`config.mk`:
```
export PLATFORM = sky130hd
export DESIGN_NAME = decode_issue_stage
export DESIGN_NICKNAME = d
export VERILOG_FILES = /design/src/rtl/decode_issue_stage_pkg.sv /design/src/rtl/reg_file_16x32.sv /design/src/rtl/decode_issue_stage.sv
export SDC_FILE = /design/constraint.sdc
export NUM_CORES = 2
export LEC_CHECK = 0
export CORE_ASPECT_RATIO = 1.75
export CORE_MARGIN = 2
export CORE_UTILIZATION = 50
export CTS_CLUSTER_DIAMETER = 40
export DETAILED_ROUTE_END_ITERATION = 10
export PLACE_DENSITY = 0.69
export SKIP_LAST_GASP = 1
export SYNTH_ARGS = -nofsm -noshare
export SYNTH_HDL_FRONTEND = slang
export SYNTH_SLANG_ARGS = --single-unit
```
`constraint.sdc`:
```
create_clock -name clock -period 12.8 [get_ports clock]
set_input_delay 2.56 -clock clock [delete_from_list [all_inputs] [get_ports clock]]
set_output_delay 2.56 -clock clock [all_outputs]
set_load 0.02 [all_outputs]
```
`src/rtl/decode_issue_stage_pkg.sv`:
```
// Shared widths, instruction field layout, opselect encodings and FSM state
// encoding for the decode/issue stage.
package decode_issue_stage_pkg;

    localparam int unsigned INSTR_WD = 32;
    localparam int unsigned REG_WD   = 32;
    localparam int unsigned IMM_WD   = 16;
    localparam int unsigned NREGS    = 16;
    localparam int unsigned ADDR_WD  = $clog2(NREGS);
    localparam int unsigned CTRL_WD  = 7;

    localparam int unsigned OPSEL_LSB = 29;
    localparam int unsigned OP_LSB    = 26;
    localparam int unsigned IMMP_BIT  = 25;
    localparam int unsigned RD_LSB    = 21;
    localparam int unsigned RS1_LSB   = 17;
    localparam int unsigned RS2_LSB   = 13;

    localparam logic [2:0] OPSEL_SHIFT     = 3'b000;
    localparam logic [2:0] OPSEL_ARITH     = 3'b001;
    localparam logic [2:0] OPSEL_MEM_WRITE = 3'b100;
    localparam logic [2:0] OPSEL_MEM_READ  = 3'b101;

    typedef enum logic [1:0] {
        ST_IDLE      = 2'd0,
        ST_ISSUE     = 2'd1,
        ST_LOAD_REQ  = 2'd2,
        ST_LOAD_WAIT = 2'd3
    } state_e;

    typedef struct packed {
        logic [2:0]         opselect;
        logic [2:0]         operation;
        logic               immp_regn;
        logic [ADDR_WD-1:0] rd;
        logic [ADDR_WD-1:0] rs1;
        logic [ADDR_WD-1:0] rs2;
        logic [IMM_WD-1:0]  imm;
    } instr_fields_t;

    // rs2 and imm overlap in the encoding; immp_regn decides which one is meaningful.
    function automatic instr_fields_t decode_fields(input logic [INSTR_WD-1:0] instr);
        instr_fields_t f;
        f.opselect  = instr[OPSEL_LSB +: 3];
        f.operation = instr[OP_LSB +: 3];
        f.immp_regn = instr[IMMP_BIT];
        f.rd        = instr[RD_LSB +: ADDR_WD];
        f.rs1       = instr[RS1_LSB +: ADDR_WD];
        f.rs2       = instr[RS2_LSB +: ADDR_WD];
        f.imm       = instr[IMM_WD-1:0];
        return f;
    endfunction

    function automatic logic [REG_WD-1:0] sext_imm(input logic [IMM_WD-1:0] imm);
        return {{(REG_WD-IMM_WD){imm[IMM_WD-1]}}, imm};
    endfunction

    function automatic logic writes_rd(input logic [2:0] opselect);
        return (opselect == OPSEL_ARITH) || (opselect == OPSEL_SHIFT) ||
               (opselect == OPSEL_MEM_READ);
    endfunction

endpackage

```
`src/rtl/reg_file_16x32.sv`:
```
// 16x32 register file: three combinational read ports with same-cycle
// writeback bypass and one synchronous write port.
module reg_file_16x32
    import decode_issue_stage_pkg::*;
(
    input  logic               clock,
    input  logic               reset,
    input  logic               we,
    input  logic [ADDR_WD-1:0] waddr,
    input  logic [REG_WD-1:0]  wdata,
    input  logic [ADDR_WD-1:0] raddr1,
    input  logic [ADDR_WD-1:0] raddr2,
    input  logic [ADDR_WD-1:0] raddr3,
    output logic [REG_WD-1:0]  rdata1_c,
    output logic [REG_WD-1:0]  rdata2_c,
    output logic [REG_WD-1:0]  rdata3_c
);

    logic [REG_WD-1:0] regs_q [NREGS];
    logic [REG_WD-1:0] regs_d [NREGS];

    always_comb begin
        regs_d = regs_q;
        if (we) begin
            regs_d[waddr] = wdata;
        end
    end

    always_ff @(posedge clock or negedge reset) begin
        if (!reset) begin
            regs_q <= '{default: '0};
        end else begin
            regs_q <= regs_d;
        end
    end

    assign rdata1_c = (we && (waddr == raddr1)) ? wdata : regs_q[raddr1];
    assign rdata2_c = (we && (waddr == raddr2)) ? wdata : regs_q[raddr2];
    assign rdata3_c = (we && (waddr == raddr3)) ? wdata : regs_q[raddr3];

endmodule

```
`src/rtl/decode_issue_stage.sv`:
```
// Decode/issue stage: accepts instructions, resolves register hazards with a
// pending-bit scoreboard, performs load reads and issues the execute bundle.
module decode_issue_stage
    import decode_issue_stage_pkg::*;
(
    input  logic                clock,
    input  logic                reset,
    input  logic [INSTR_WD-1:0] instr_in,
    input  logic                instr_valid,
    output logic                instr_ready,
    input  logic                stall_in,
    input  logic                wb_en,
    input  logic [ADDR_WD-1:0]  wb_addr,
    input  logic [REG_WD-1:0]   wb_data,
    output logic                dmem_rd_en,
    output logic [REG_WD-1:0]   dmem_addr,
    input  logic [REG_WD-1:0]   dmem_rd_data,
    output logic [REG_WD-1:0]   src1,
    output logic [REG_WD-1:0]   src2,
    output logic [REG_WD-1:0]   imm,
    output logic [CTRL_WD-1:0]  control_in,
    output logic [REG_WD-1:0]   mem_data_read_in,
    output logic                enable_ex,
    output logic [ADDR_WD-1:0]  rd_out
);

    instr_fields_t     f;
    logic [REG_WD-1:0] rs1_val_c;
    logic [REG_WD-1:0] rs2_val_c;
    logic [REG_WD-1:0] rd_val_c;

    assign f = decode_fields(instr_in);

    reg_file_16x32 u_rf (
        .clock    (clock),
        .reset    (reset),
        .we       (wb_en),
        .waddr    (wb_addr),
        .wdata    (wb_data),
        .raddr1   (f.rs1),
        .raddr2   (f.rs2),
        .raddr3   (f.rd),
        .rdata1_c (rs1_val_c),
        .rdata2_c (rs2_val_c),
        .rdata3_c (rd_val_c)
    );

    state_e             state_q, state_d;
    logic [NREGS-1:0]   pending_q, pending_d;
    logic [REG_WD-1:0]  src1_q, src1_d;
    logic [REG_WD-1:0]  src2_q, src2_d;
    logic [REG_WD-1:0]  imm_q, imm_d;
    logic [CTRL_WD-1:0] control_q, control_d;
    logic [REG_WD-1:0]  mem_data_q, mem_data_d;
    logic [REG_WD-1:0]  dmem_addr_q, dmem_addr_d;
    logic               dmem_rd_en_q, dmem_rd_en_d;
    logic               enable_ex_q, enable_ex_d;
    logic [ADDR_WD-1:0] rd_q, rd_d;

    logic [NREGS-1:0]   wb_clear_c;
    logic               is_load_c;
    logic               is_store_c;
    logic               hazard_c;
    logic               accept_c;

    // A writeback landing this cycle clears its pending bit early enough to lift the hazard.
    always_comb begin
        wb_clear_c = '0;
        if (wb_en) begin
            wb_clear_c[wb_addr] = 1'b1;
        end
        is_load_c  = (f.opselect == OPSEL_MEM_READ);
        is_store_c = (f.opselect == OPSEL_MEM_WRITE);
        hazard_c   = (pending_q[f.rs1] & ~wb_clear_c[f.rs1])
                   | (~f.immp_regn & pending_q[f.rs2] & ~wb_clear_c[f.rs2])
                   | (is_store_c & pending_q[f.rd] & ~wb_clear_c[f.rd]);
        instr_ready = reset && (state_q == ST_IDLE) && !stall_in && !hazard_c;
        accept_c    = instr_valid && instr_ready;
    end

    always_comb begin
        state_d      = state_q;
        pending_d    = pending_q & ~wb_clear_c;
        src1_d       = src1_q;
        src2_d       = src2_q;
        imm_d        = imm_q;
        control_d    = control_q;
        mem_data_d   = mem_data_q;
        dmem_addr_d  = dmem_addr_q;
        dmem_rd_en_d = 1'b0;
        enable_ex_d  = 1'b0;
        rd_d         = rd_q;

        if (accept_c && writes_rd(f.opselect)) begin
            pending_d[f.rd] = 1'b1;
        end

        case (state_q)
            ST_IDLE: begin
                if (accept_c) begin
                    src1_d    = rs1_val_c;
                    src2_d    = is_store_c ? rd_val_c : rs2_val_c;
                    imm_d     = sext_imm(f.imm);
                    control_d = {f.operation, f.immp_regn, f.opselect};
                    rd_d      = f.rd;
                    if (is_load_c) begin
                        dmem_addr_d  = rs1_val_c + sext_imm(f.imm);
                        dmem_rd_en_d = 1'b1;
                        state_d      = ST_LOAD_REQ;
                    end else begin
                        enable_ex_d = 1'b1;
                        state_d     = ST_ISSUE;
                    end
                end
            end
            ST_LOAD_REQ: begin
                state_d = ST_LOAD_WAIT;
            end
            ST_LOAD_WAIT: begin
                // Read data is only valid now, so it is captured regardless of stall.
                mem_data_d  = dmem_rd_data;
                enable_ex_d = !stall_in;
                state_d     = ST_ISSUE;
            end
            ST_ISSUE: begin
                // A pulse seen while execute is stalled is repeated once it frees up.
                if (!stall_in) begin
                    if (enable_ex_q) begin
                        state_d = ST_IDLE;
                    end else begin
                        enable_ex_d = 1'b1;
                    end
                end
            end
            default: begin
                state_d = ST_IDLE;
            end
        endcase
    end

    always_ff @(posedge clock or negedge reset) begin
        if (!reset) begin
            state_q      <= ST_IDLE;
            pending_q    <= '0;
            src1_q       <= '0;
            src2_q       <= '0;
            imm_q        <= '0;
            control_q    <= '0;
            mem_data_q   <= '0;
            dmem_addr_q  <= '0;
            dmem_rd_en_q <= 1'b0;
            enable_ex_q  <= 1'b0;
            rd_q         <= '0;
        end else begin
            state_q      <= state_d;
            pending_q    <= pending_d;
            src1_q       <= src1_d;
            src2_q       <= src2_d;
            imm_q        <= imm_d;
            control_q    <= control_d;
            mem_data_q   <= mem_data_d;
            dmem_addr_q  <= dmem_addr_d;
            dmem_rd_en_q <= dmem_rd_en_d;
            enable_ex_q  <= enable_ex_d;
            rd_q         <= rd_d;
        end
    end

    assign src1             = src1_q;
    assign src2             = src2_q;
    assign imm              = imm_q;
    assign control_in       = control_q;
    assign mem_data_read_in = mem_data_q;
    assign dmem_addr        = dmem_addr_q;
    assign dmem_rd_en       = dmem_rd_en_q;
    assign enable_ex        = enable_ex_q;
    assign rd_out           = rd_q;

endmodule

```
* Word-level counts from Yosys, hierarchy flattened
Index checks and enable logic that the tools add are counted.
Operators by class: add/subtract/negate cells 1, $mul 0, div/mod/pow operators 0, magnitude comparators 11, equal/unequal tests 12, shift-type cells 0, multiplexer cells 47, bitwise operators 18, reduce and logical (&&, ||, !) cells 20
Operators by type and width (number):
- $bwmux 512 | 1
- $bmux 32 s4 | 3
- $mux 32 | 11
- $demux 32 s4 | 1
- $add 32x32->32 | 1
- $mux 16 | 2
- $bmux 1 s4 | 6
- $ge 5x5->1 const B | 4
- $lt 4x5->1 const B | 4
- $not 4->5 | 4
- $and 16x16->16 | 1
- $not 16->16 | 1
- $or 16x16->16 | 1
- $mux 1 | 15
- $eq 4x4->1 | 3
- $logic_and 1x1->1 | 11
- $demux 1 s4 | 2
- $ge 4x1->1 const B | 2
- $mux 2 | 4
- $pmux 2 s4 | 1
- $eq 3x3->1 const B | 2
- $ne 2x2->1 const B | 3
- $reduce_and 3->1 | 2
- $and 1x1->1 | 5
- other kinds (12) | 19
Word-level totals: bits in registers 687, latch bits 0, memory bits (writable) 0, memory bits (read-only) 0, input bits 105, output and inout bits 174, word-level logic and storage cells 136, memories kept 0

* Depth between registers and ports, before layout
word-level depth 16, depth in mapped cells 19, gate-level depth less buffers 16

* Hierarchy
Synthesis repeated with hierarchy kept, for this count alone.
Second synthesis, totals: cell total of the unflattened synthesis 2893, area total of the unflattened synthesis 40857.9 um2
Modules (own cells, without submodules):
- reg_file_16x32 | instances 1, cells each 2099, area each 31606.6 um2, seq. area each 12812.3 um2
- decode_issue_stage | instances 1, cells each 794, area each 9251.4 um2, seq. area each 4379.2 um2

* Least setup slack after synthesis
OpenSTA, ideal clock, no wires.
kind input to register, start input port instr_in[17], end register dmem_addr_q[28] (netlist: dmem_addr[28]), setup time 125 ps, arrival 7437 ps, required time 12675 ps, slack 5239 ps, stages on the path 19, buffers on the path 4, cell sequence buf_2 -> buf_2 -> buf_2 -> buf_1 -> mux4_2 -> mux4_2 -> mux2_2 -> ha_1 -> inv_1 -> fa_1 -> inv_1 -> a21o_1 -> a41oi_1 -> o311ai_0 -> a311oi_1 -> o21ai_0 -> o31ai_1 -> xnor2_1 -> mux2_2
On the way: elaborated cells between the ends (all ways) 20, classes of those cells add/sub: 1; eq/ne: 1; mux: 8; bitwise: 5; reduce/logical: 5
RTL lines:
- from (decl) | RTL line decode_issue_stage.sv:8 | input logic [INSTR_WD-1:0] instr_in,
- $not 4->5 (implied by the code) | RTL line reg_file_16x32.sv:37 | assign rdata1_c = (we && (waddr == raddr1)) ? wdata : regs_q[raddr1];
- $bmux 32 s4 | RTL line reg_file_16x32.sv:37
- $mux 32 (implied by the code) (2 in a row) | RTL line reg_file_16x32.sv:37
- $mux 32 * | RTL line reg_file_16x32.sv:37
- net rs1_val_c[0] | RTL line decode_issue_stage.sv:28 | logic [REG_WD-1:0] rs1_val_c;
- $add 32x32->32 * | RTL line decode_issue_stage.sv:107 | dmem_addr_d = rs1_val_c + sext_imm(f.imm);
- to (signal assigned) | RTL line decode_issue_stage.sv:162 | dmem_addr_q <= dmem_addr_d;
- to (decl) | RTL line decode_issue_stage.sv:55 | logic [REG_WD-1:0] dmem_addr_q, dmem_addr_d;
The timed path passes the listed nets; every way through them passes the cells marked *. The select of a mux whose other input is x is not followed. A chain may end at the register's enable or synchronous reset.

* Worst setup path after layout
start input port instr_in[24], end output port instr_ready
On the way: cells in the longest elaborated chain, start to end 7, elaborated cells between the ends (all ways) 10, classes of those cells mux: 4; bitwise: 4; reduce/logical: 2
Ends and longest elaborated chain:
- $bmux 1 s4 | RTL line decode_issue_stage.sv:76 | | (is_store_c & pending_q[f.rd] & ~wb_clear_c[f.rd]);
- $mux 1 (implied by the code) | RTL line decode_issue_stage.sv:76
- $and 1x1->1 or $not 1->1 (tied branches) | RTL line decode_issue_stage.sv:76
- $and 1x1->1 * | RTL line decode_issue_stage.sv:76
- $or 1x1->1 * | RTL line decode_issue_stage.sv:76
- $logic_not 1->1 * | RTL line decode_issue_stage.sv:77 | instr_ready = reset && (state_q == ST_IDLE) && !stall_in && !hazard_c;
- $logic_and 1x1->1 * | RTL line decode_issue_stage.sv:77
- to (decl) | RTL line decode_issue_stage.sv:10 | output logic instr_ready,
Every way passes the cells marked *; elsewhere a longest branch is shown, timed or not. The select of a mux whose other input is x is not followed.

==> impl_results.md <==
- Die extent in y: 378 µm
- Die W: 218 µm
- Max IR drop VDD: 133 µV
- Slowest cell on crit path: clkdlybuf4s50_1
- CTS Buf Count: 73
- Pre-CTS setup slack: 3740 ps
- Post-route cell area: 46000 µm²
- Setup ws final: 3730 ps
- H-tree lvl count: 3
- Slew HR: 23.4%
- Share of cells above drive strength 1: 47.0%
- Synth Warn #: 0
- Multiplexer share of the synthesized area: 45.6%
- Overflow left after global routing: 0
- DPL Wire Length: 71300 µm
- Fin. Hold Viols: 0
- Ys async rst share: 100%
- Logic pwr share: 33.2%
- Post-CTS setup buffers: 0
- Number of fill cells: 6140
- Ranking of synthesized cells by area: dfrtp_1, mux4_2, mux2_2
- Mapped Avg Cell Area: 15.1 µm²
- Largest stage delay on the critical path: 710 ps
- # hold bufs at CTS: 0
- Global-route wire length before repair: 180000 µm
- Internal: 5.63 mW
- Area Growth Syn to Fin: 15.0%
- Crit-path most repeated cell: clkdlybuf4s50_1
- Post-synth top area cell: dfrtp_1
- Vias in the first global route: 28200
- Max-slew violation count: 0
- Critical path arrival: 6510 ps
- MaxCap Viol Count: 0
- Initial core utilization: 50.3%
- Setup CP Type: primary input to output pin
- Post-synth EDFFs: 0
- Synth Area in Adders: 1.02%
- Clock share of power: 27.9%
- Final WL: 120000 µm
- CTS root buffer: clkbuf_16
- Rows: 137
- DRT iter0 DRCs: 2636
- Pin count of the biggest net entering global routing: 131
- Slew @ Worst Pin: 1150 ps
- CTS tree: built
- Wire per inst: 31.0 µm
- GRT Total Usage: 29.8%
- Sequential share of the synthesized area: 43.0%
- Synth Flop Type: dfrtp_1
- Clock Sinks: 687
- Crit path required time: 10240 ps
- FF+latch area: 17200 µm²
- Cells after synthesis: 2649
- Cell chain of the critical path: clkdlybuf4s50_1 -> inv_2 -> buf_4 -> nand2_1 -> nor3_1 -> nor4b_1 -> a221oi_4 -> o31a_1 -> clkdlybuf4s50_1
- IO Count: 279
- Drt pass-1 iters: 5
- Multi-input logic area: 21800 µm²
- Compound-Gate Fraction of Synth Area: 3.89%
- Synth Cell Area: 40000 µm²
- Final Util: 57.8%
- Cell variety after synth: 67
- GP Congestion: 0.894
- Hold Crit Class: flop to flop
- CTS resizes: 0
- Switching share of power: 31.6%
- Die area: 82400 µm²
- Ant diodes: 0
- Synth Area in Simple Gates: 2.73%
- RSZ-0062 raised after global routing: no
- Nets: 2919
- IO Port Bufs: 278
- Status: finished clean
- Final Setup Violations: 0
- CP Launch Type: primary input
- Synth Net Count: 2786
- Final period util: 70.8%
- Worst Setup End Kind: output pin
- Detail Route Antenna Nets: 0
- Area of the core: 79500 µm²
- Sequential fraction of design power: 38.8%
- F_max: 110 MHz
- Via count: 26500
- Final min period: 9070 ps
- DRC: 0
- Largest family of logic cells by synthesized area: multiplexers
- Post-Synth XOR/XNOR Area: 0.876%
- Power per cell area: 179 nW/µm²
- Clk buf depth: 3
- Setup TNS: 0 ps
- Placed Instance Area: 43400 µm²
- Leak pwr: 18.5 nW
- Synth top area share: 43.0%
- Later-pin clock latency in the skew report: 660 ps
- Critical path peak fanout: 22
- Net Switching: 2.59 mW
- Clock skew: 27.3 ps
- Initial antenna violation count: 5
- CTS clock-pin slew for the worst setup and hold paths: 50 ps
- Vias per cell: 6.82
- Seq cells post-synth: 687
- Total power: 8.22 mW
-- sequential cells by signal, summed over array words and instances (netlist names) --
name and count:
src1 32, mem_data_read_in 32, src2 32, dmem_rd_en 1, enable_ex 1, state_q 2, u_rf.regs_q 512, rd_out 4
imm 16, control_in 7, dmem_addr 32, pending_q 16
-- layer usage --
metal / track usage, % / up-vias / routed length (µm)
met5: 0 / - / 11
met4: 14.0 / 2 / 6140
met3: 5.74 / 311 / 9190
met2: 50.9 / 1320 / 60800
met1: 36.5 / 14100 / 44300
li1: - / 10700 / -
-- worst max-delay path: cells and delay by family --
kind            cells  cell delay [ps]
compound gates      2              680
buf+inv             4             2600
simple gates        3              610
-- kinds of logic (layout without fill, tap and decap cells) --
group / count (synthesis) / after routing
flops: 687 / 687
compound gates: 237 / 237
buf+inv: 283 / 473
xor+xnor: 40 / 40
mux: 1127 / 1127
simple gates: 243 / 243
fa+ha+maj: 32 / 32
-- through the flow --
step / hold slack [ps] / cells
after floorplan: 464 / 2649
after global placement: 451 / 3749
after detailed placement: 470 / 3749
after CTS: 484 / 3881
after global routing: 504 / 3881
final: 475 / 3881
-- cell usage in the layout, fill, tap and decap left out, types with 9 or more instances in the layout --
master	netlist	routed
dfrtp_1	687	687
mux2_2	634	634
mux4_2	492	492
clkdlybuf4s50_1	0	266
nand2_1	108	101
clkbuf_16	0	77
o21ai_0	59	59
nor2_1	63	56
buf_4	18	48
o31ai_1	42	42
a21oi_1	34	34
o22ai_1	33	33
ha_1	31	31
xor2_1	21	21
xnor2_1	19	19
inv_1	16	16
a21o_1	14	14
clkbuf_1	173	13
nand3_1	13	12
nand2b_1	10	10
bufinv_16	0	10
clkinv_2	0	9
clkbuf_8	0	9
-- cell type report --
class	instances	area share [%]
flip-flops and latches	687	37.4
inverters	17	0.139
well taps	1042	2.83
multi-input cells	1679	47.3
clock buffers	98	4.53
repair buffers	324	6.79
clock inverters	34	1.05
-- worst paths after layout --
kind                                        from               end  slack (ps)  depth (start not counted)
worst min-delay path               dmem_addr[25]     dmem_addr[25]         470                          2
max in group asynchronous                  reset  u_rf.regs_q[241]        7050                          5
min in group asynchronous                  reset     control_in[5]        1780                          1
worst min register to register     dmem_addr[25]     dmem_addr[25]         470                          2
worst max register to register  u_rf.regs_q[273]     dmem_addr[28]        7790                         12
worst max-delay path                instr_in[24]       instr_ready        3730                          9
-- Yosys cell counts, drive strengths merged (13+ instances only) --
master,number
dfrtp,687
mux2,634
mux4,492
clkbuf,173
nand2,109
buf,93
nor2,63
o21ai,59
o31ai,42
a21oi,34
o22ai,33
ha,31
xor2,21
xnor2,19
inv,17
a21o,14
nand3,13
-- power groups by stage --
| stage | clock network (mW) | logic (mW) | registers [mW] |
|---|---|---|---|
| detailed placement | 0 | 2.73 | 3.22 |
| global placement | 0 | 2.68 | 3.15 |
| global route | 2.42 | 2.90 | 3.26 |
| CTS | 2.33 | 2.75 | 3.18 |
| floorplan | 0 | 1.67 | 3.27 |
| finish | 2.29 | 2.73 | 3.19 |
No activity file was read; power rests on OpenSTA's default activity.
